### src/rtl/bcd_seg_scan.sv
// Latches NUM_DIGITS packed BCD digits and scans them onto a common-anode 7-segment
// display with a one-clock blank gap per slot. Optional macro: LEADING_ZERO_BLANK_EN.
module bcd_seg_scan #(
    parameter int NUM_DIGITS  = 4,
    parameter int REFRESH_DIV = 4
) (
    input  logic                    clk,
    input  logic                    rst,
    input  logic                    load,
    input  logic [4*NUM_DIGITS-1:0] bcd_in,
    input  logic [NUM_DIGITS-1:0]   dp_in,
    output logic [6:0]              seg,
    output logic                    dp,
    output logic [NUM_DIGITS-1:0]   an,
    output logic                    bcd_err
);

    localparam int IDX_W = (NUM_DIGITS > 1) ? $clog2(NUM_DIGITS) : 1;
    localparam int PRE_W = $clog2(REFRESH_DIV);
    localparam logic [IDX_W-1:0] IDX_LAST = IDX_W'(NUM_DIGITS - 1);
    localparam logic [PRE_W-1:0] PRE_LAST = PRE_W'(REFRESH_DIV - 1);

    logic [3:0]            dig_sh [NUM_DIGITS];
    logic [NUM_DIGITS-1:0] dp_sh;
    logic [PRE_W-1:0]      presc;
    logic [IDX_W-1:0]      idx;

    logic                  in_err;
    logic [NUM_DIGITS-1:0] supp;
    logic [NUM_DIGITS-1:0] an_nxt;
    logic [6:0]            seg_nxt;
    logic                  dp_nxt;

    function automatic logic [6:0] enc(input logic [3:0] d);
        case (d)
            4'd0:    enc = 7'h40;
            4'd1:    enc = 7'h79;
            4'd2:    enc = 7'h24;
            4'd3:    enc = 7'h30;
            4'd4:    enc = 7'h19;
            4'd5:    enc = 7'h12;
            4'd6:    enc = 7'h02;
            4'd7:    enc = 7'h78;
            4'd8:    enc = 7'h00;
            4'd9:    enc = 7'h10;
            default: enc = 7'h3F;
        endcase
    endfunction

    always_comb begin
        in_err = 1'b0;
        for (int i = 0; i < NUM_DIGITS; i++) begin
            if (bcd_in[4*i +: 4] > 4'd9) in_err = 1'b1;
        end
    end

`ifdef LEADING_ZERO_BLANK_EN
    logic high_zero;

    // Walk down from the top digit; a digit is suppressed while it and everything above is 0.
    always_comb begin
        high_zero = 1'b1;
        supp      = '0;
        for (int i = NUM_DIGITS - 1; i >= 0; i--) begin
            high_zero = high_zero & (dig_sh[i] == 4'd0);
            if (i != 0) supp[i] = high_zero;
        end
    end
`else
    always_comb begin
        supp = '0;
    end
`endif

    // Prescaler phase 0 is the anti-ghosting gap; suppressed digits also stay dark.
    always_comb begin
        an_nxt  = '1;
        seg_nxt = 7'h7F;
        dp_nxt  = 1'b1;
        if ((presc != '0) && !supp[idx]) begin
            an_nxt[idx] = 1'b0;
            seg_nxt     = enc(dig_sh[idx]);
            dp_nxt      = ~dp_sh[idx];
        end
    end

    always_ff @(posedge clk) begin
        if (rst) begin
            for (int i = 0; i < NUM_DIGITS; i++) dig_sh[i] <= 4'd0;
            dp_sh   <= '0;
            presc   <= '0;
            idx     <= '0;
            an      <= '1;
            seg     <= 7'h7F;
            dp      <= 1'b1;
            bcd_err <= 1'b0;
        end else begin
            presc <= (presc == PRE_LAST) ? '0 : presc + 1'b1;
            if (presc == PRE_LAST) begin
                idx <= (idx == IDX_LAST) ? '0 : idx + 1'b1;
            end
            an  <= an_nxt;
            seg <= seg_nxt;
            dp  <= dp_nxt;
            if (load) begin
                for (int i = 0; i < NUM_DIGITS; i++) dig_sh[i] <= bcd_in[4*i +: 4];
                dp_sh   <= dp_in;
                bcd_err <= bcd_err | in_err;
            end
        end
    end

endmodule

### config.mk
export PLATFORM = sky130hd
export DESIGN_NAME = bcd_seg_scan
export DESIGN_NICKNAME = d
export VERILOG_FILES = /design/src/rtl/bcd_seg_scan.sv
export SDC_FILE = /design/constraint.sdc
export NUM_CORES = 1
export LEC_CHECK = 0
export ABC_AREA = 0
export BUFFER_PORTS_ARGS = -buffer_cell sky130_fd_sc_hd__buf_2
export CORE_UTILIZATION = 55
export CTS_BUF_LIST = sky130_fd_sc_hd__clkbuf_8
export CTS_CLUSTER_SIZE = 14
export DETAILED_ROUTE_END_ITERATION = 6
export PLACE_DENSITY = 0.87
export SYNTH_ARGS = -nofsm -noshare
export SYNTH_HDL_FRONTEND = slang
export SYNTH_SLANG_ARGS = --single-unit
### constraint.sdc
create_clock -name clk -period 2.4 [get_ports clk]
set_input_delay 0.36 -clock clk [delete_from_list [all_inputs] [get_ports clk]]
set_output_delay 0.36 -clock clk [all_outputs]
set_load 0.02 [all_outputs]
# == Yosys cells after proc, flatten, opt, wreduce, memory -nomap -nowiden ==
# Memory sizes are Yosys's and may differ from the RTL's. A register that Yosys moved wholly into a read port is not among the register bits.
# Index checks and enable logic that the tools add are counted.
# op_classes
add_sub_neg,2
n_lt_le_gt_ge,6
eq_ne,2
mux,22
n_bitwise,8
reduce_logical,6
# ops
op,count
$gt 4x4->1 const B,4
$mux 4,4
$mux 1,12
$mux 2,3
$or 1x1->1,5
$add 2x1->2 const B,2
$bmux 1 s2,2
$eq 2x2->1 const B,2
$not 4->4,1
$reduce_or 2->1,2
$lt 2x3->1 const B,1
$demux 1 s2,1
$ge 2x1->1 const B,1
$logic_and 1x1->1,2
$not 1->1,2
$reduce_bool 2->1,1
$logic_not 1->1,1
# word_totals
ff_bits,14
ramBits,16
rom_bits,112
in_bits,23
output_inout_bits,13
mem_count,2
# memory_table
name,words,word_bits,read_ports,rd_clocked_by_memory_dff,write_ports,line_no,rtl
(no name shown),16,7,1,1,0,35,case (d)
dig_sh,4,4,1,1,4,23,logic [3:0] dig_sh [NUM_DIGITS];

# == Depth between registers and ports, before layout ==
# logic_depth
depth_word,6
depth_mapped,8
mapped_depth_nobuf,7

# == Least setup slack after synthesis ==
# No wires, ideal clock.
# synth_path
kind,reg-to-reg
from,register with a tool-made name
to,register seg[3]
setup_ps,139
t_arrival_ps,1770
slack_ps,491
stages_incl_launch_ff,7
path_buffers,1
synth_period_minus_slack_ps,1909
path_cell_list,dfxtp_1 buf_6 mux4_2 ha_1 or2_4 a2111oi_4 a31oi_1
# synth_lines
element,line_no,rtl
to (decl),12,"output logic [6:0] seg,"

==> impl_metrics.ini <==
[layout]
diodes = 0
areaGrowthSynthToFinish_pct = 18.28
stdcell_count = 206
drive_gt1_frac = 0.2971
post-route-util = 0.7012
layout.filler_cells = 205
final_nets = 208

[detailed_routing]
drc = 3
vias = 1070
routed_via_density = 5.194
postRouteAntennaNets = 0
drt_iter0_markers = 14
wirelength_um = 2713
wire_per_inst_um = 13.17
dr.pass1.iters = 6

[power_and_ir_drop]
ir_worst_vdd_mv = 0.5687
power.leakage_nw = 0.8164
cellPowerDensity_mw_per_mm2 = 768.9
total_power_mw = 1.512

[place]
numPortBuffers = 35
gp_congestion = 0.7911
dp.cells = 198
hpwl_um = 2084

[global_routing]
grt_use_met2 = 0.3160
grt_max_degree = 17
grt_pass1_wl_um = 4464
grt_use_met3 = 0.05442
use_met1 = 0.2043
busiest_layer = met2
first_global_vias = 1045
grt_usage = 0.1915
antenna_found_initial = 0
overflow = 0

[setup_path]
cp.required_ns = 2.55
rrSetupSlack_ns = 0.30
path_max_fanout = 4
r2r_end = seg[3]
crit_path_start_kind = flop
reg2regPathDepth = 5
critPathCaptureType = flop
arrival_ns = 2.26
critPathKind = reg2reg

[timing]
period_share = 0.8769
finalSetupViolCount = 0
drv_slew = 0
report.final.hold_viol_count = 0
whs_ns = 0.3013
rsz0062_at_grt = no
setup_tns_ns = 0
fmax_ghz = 0.4751
tightestPinTransition_ns = 0.7018
slew_headroom = 0.5311
fin_crit_ns = 2.105
clock_skew_ns = 0.004967

[cts]
insertion_delay_ns = 0.29
holdBufCountCts = 0
post-cts-setup-buffers = 0
clkTransAtPathRegs_ns = 0.08
cts_buffers = 5
cts.path.max_buffers = 2
htree_num_levels = 2
ctsRootBufferMaster = clkbuf_8
cts_resized = 0
cts_num_sinks = 39
tritoncts = built

[synthesis]
synth_edf_count = 16
synth_top_area_cell = edfxtp_1
yosys-top-cells-area = edfxtp_1 29%, dfxtp_1 28%, ha_1 8.3%
synthTopCellsByCount = 23 x dfxtp_1, 16 x and2_1, 16 x edfxtp_1, 11 x ha_1, 11 x nor2_1
yosysWarningCount = 0
synth_most_common_cell = dfxtp_1
syn_area_mm2 = 0.001663
ys_ff_latch = 39
ys_types = 24
async_reset_ff_frac = 0
synthCells = 136
synth_top_area_frac = 0.2889
synth.avg_cell_area_um2 = 12.23
synth-seq-area-share = 0.5658
synth_flop_cell = dfxtp_1
syn-num-nets = 170

[hold_path]
min_to = dp_sh[3]
holdCritPathClass = in2reg
hold-path-cell-count = 3
hp-start = dp_in[3]

[floorplan]
io_pins = 36
die_h_um = 56.99
die-area_mm2 = 0.003247
core_area_mm2 = 0.002805
rows = 19
die_w_um = 56.99
initial_utilization = 0.5928

[run]
maxCapViolCount = 0

[outcome]
run_status = finished, violations left
violations = DRC
report_power, final:
part	internal, mW	leakage [nW]	switching, mW
clock	0.309	0.0581	0.232
sequential	0.742	0.361	0.0187
combinational	0.0911	0.397	0.119
routing by layer:
| metal | share of wire | vias up |
|---|---|---|
| met4 | 0.038 | 0 |
| met5 | 0 | - |
| met2 | 0.50 | 33 |
| met1 | 0.42 | 484 |
| met3 | 0.048 | 10 |
| li1 | - | 543 |
through the flow:
step	worst slack, ns	cell area (µm²)
after floorplan	0.4908	1663
after global placement	0.3823	1854
after detailed placement	0.3039	1854
after CTS	0.2881	1967
after global routing	0.1809	1967
final	0.2954	1967
sequential cells by signal (all words and copies together), names as in the netlist, named ones only:
register	count
dig_sh	16
seg	7
an	4
dp_sh	4
idx	2
presc	2
bcd_err	1
dp	1
worst max-delay path, cell delays in order, from the launching register on:
cell and delay [ns]:
dfxtp_1 0.47, mux4_2 0.58, ha_1 0.20, or2_4 0.26, a2111oi_4 0.38, a31oi_1 0.08
cell usage in the layout (no fill, tap or decap), types with 7 or more instances in the layout:
master,count
edfxtp_1,16
o21ai_0,8
and2_1,16
ha_1,11
nand2_1,7
inv_1,7
dfxtp_1,23
nor2_1,11
buf_2,35
cell type report:
type / instances / area, µm² / area share
Sequential cell: 39 / 940.9 / 0.4784
Clock inverter: 3 / 43.79 / 0.02226
Multi-Input combinational cell: 86 / 673.1 / 0.3422
Tap cell: 31 / 38.79 / 0.01972
Clock buffer: 5 / 68.82 / 0.03499
Timing Repair Buffer: 35 / 175.2 / 0.08906
Inverter: 7 / 26.28 / 0.01336
worst max path at each step:
stage               slack [ns]      to  from  depth (start not counted)
finish                    0.30  seg[3]  flop                          5
global route              0.18  seg[5]  flop                          7
CTS                       0.29  seg[3]  flop                          5
detailed placement        0.30  seg[5]  flop                          7
global placement          0.38  seg[3]  flop                          5
floorplan                 0.49  seg[3]  flop                          6
logic make-up (layout without fill, tap and decap cells):
| family | Yosys count | after routing | share of synthesized area |
|---|---|---|---|
| AO/OA/AOI/OAI | 18 | 18 | 0.07149 |
| buffers and inverters | 11 | 50 | 0.02935 |
| multiplexers | 11 | 11 | 0.1038 |
| AND/OR/NAND/NOR | 46 | 46 | 0.1467 |
| adder cells (fa/ha/maj) | 11 | 11 | 0.08277 |
| flip-flops | 39 | 39 | 0.5658 |
Note: power is estimated with default switching activity, not from simulation.
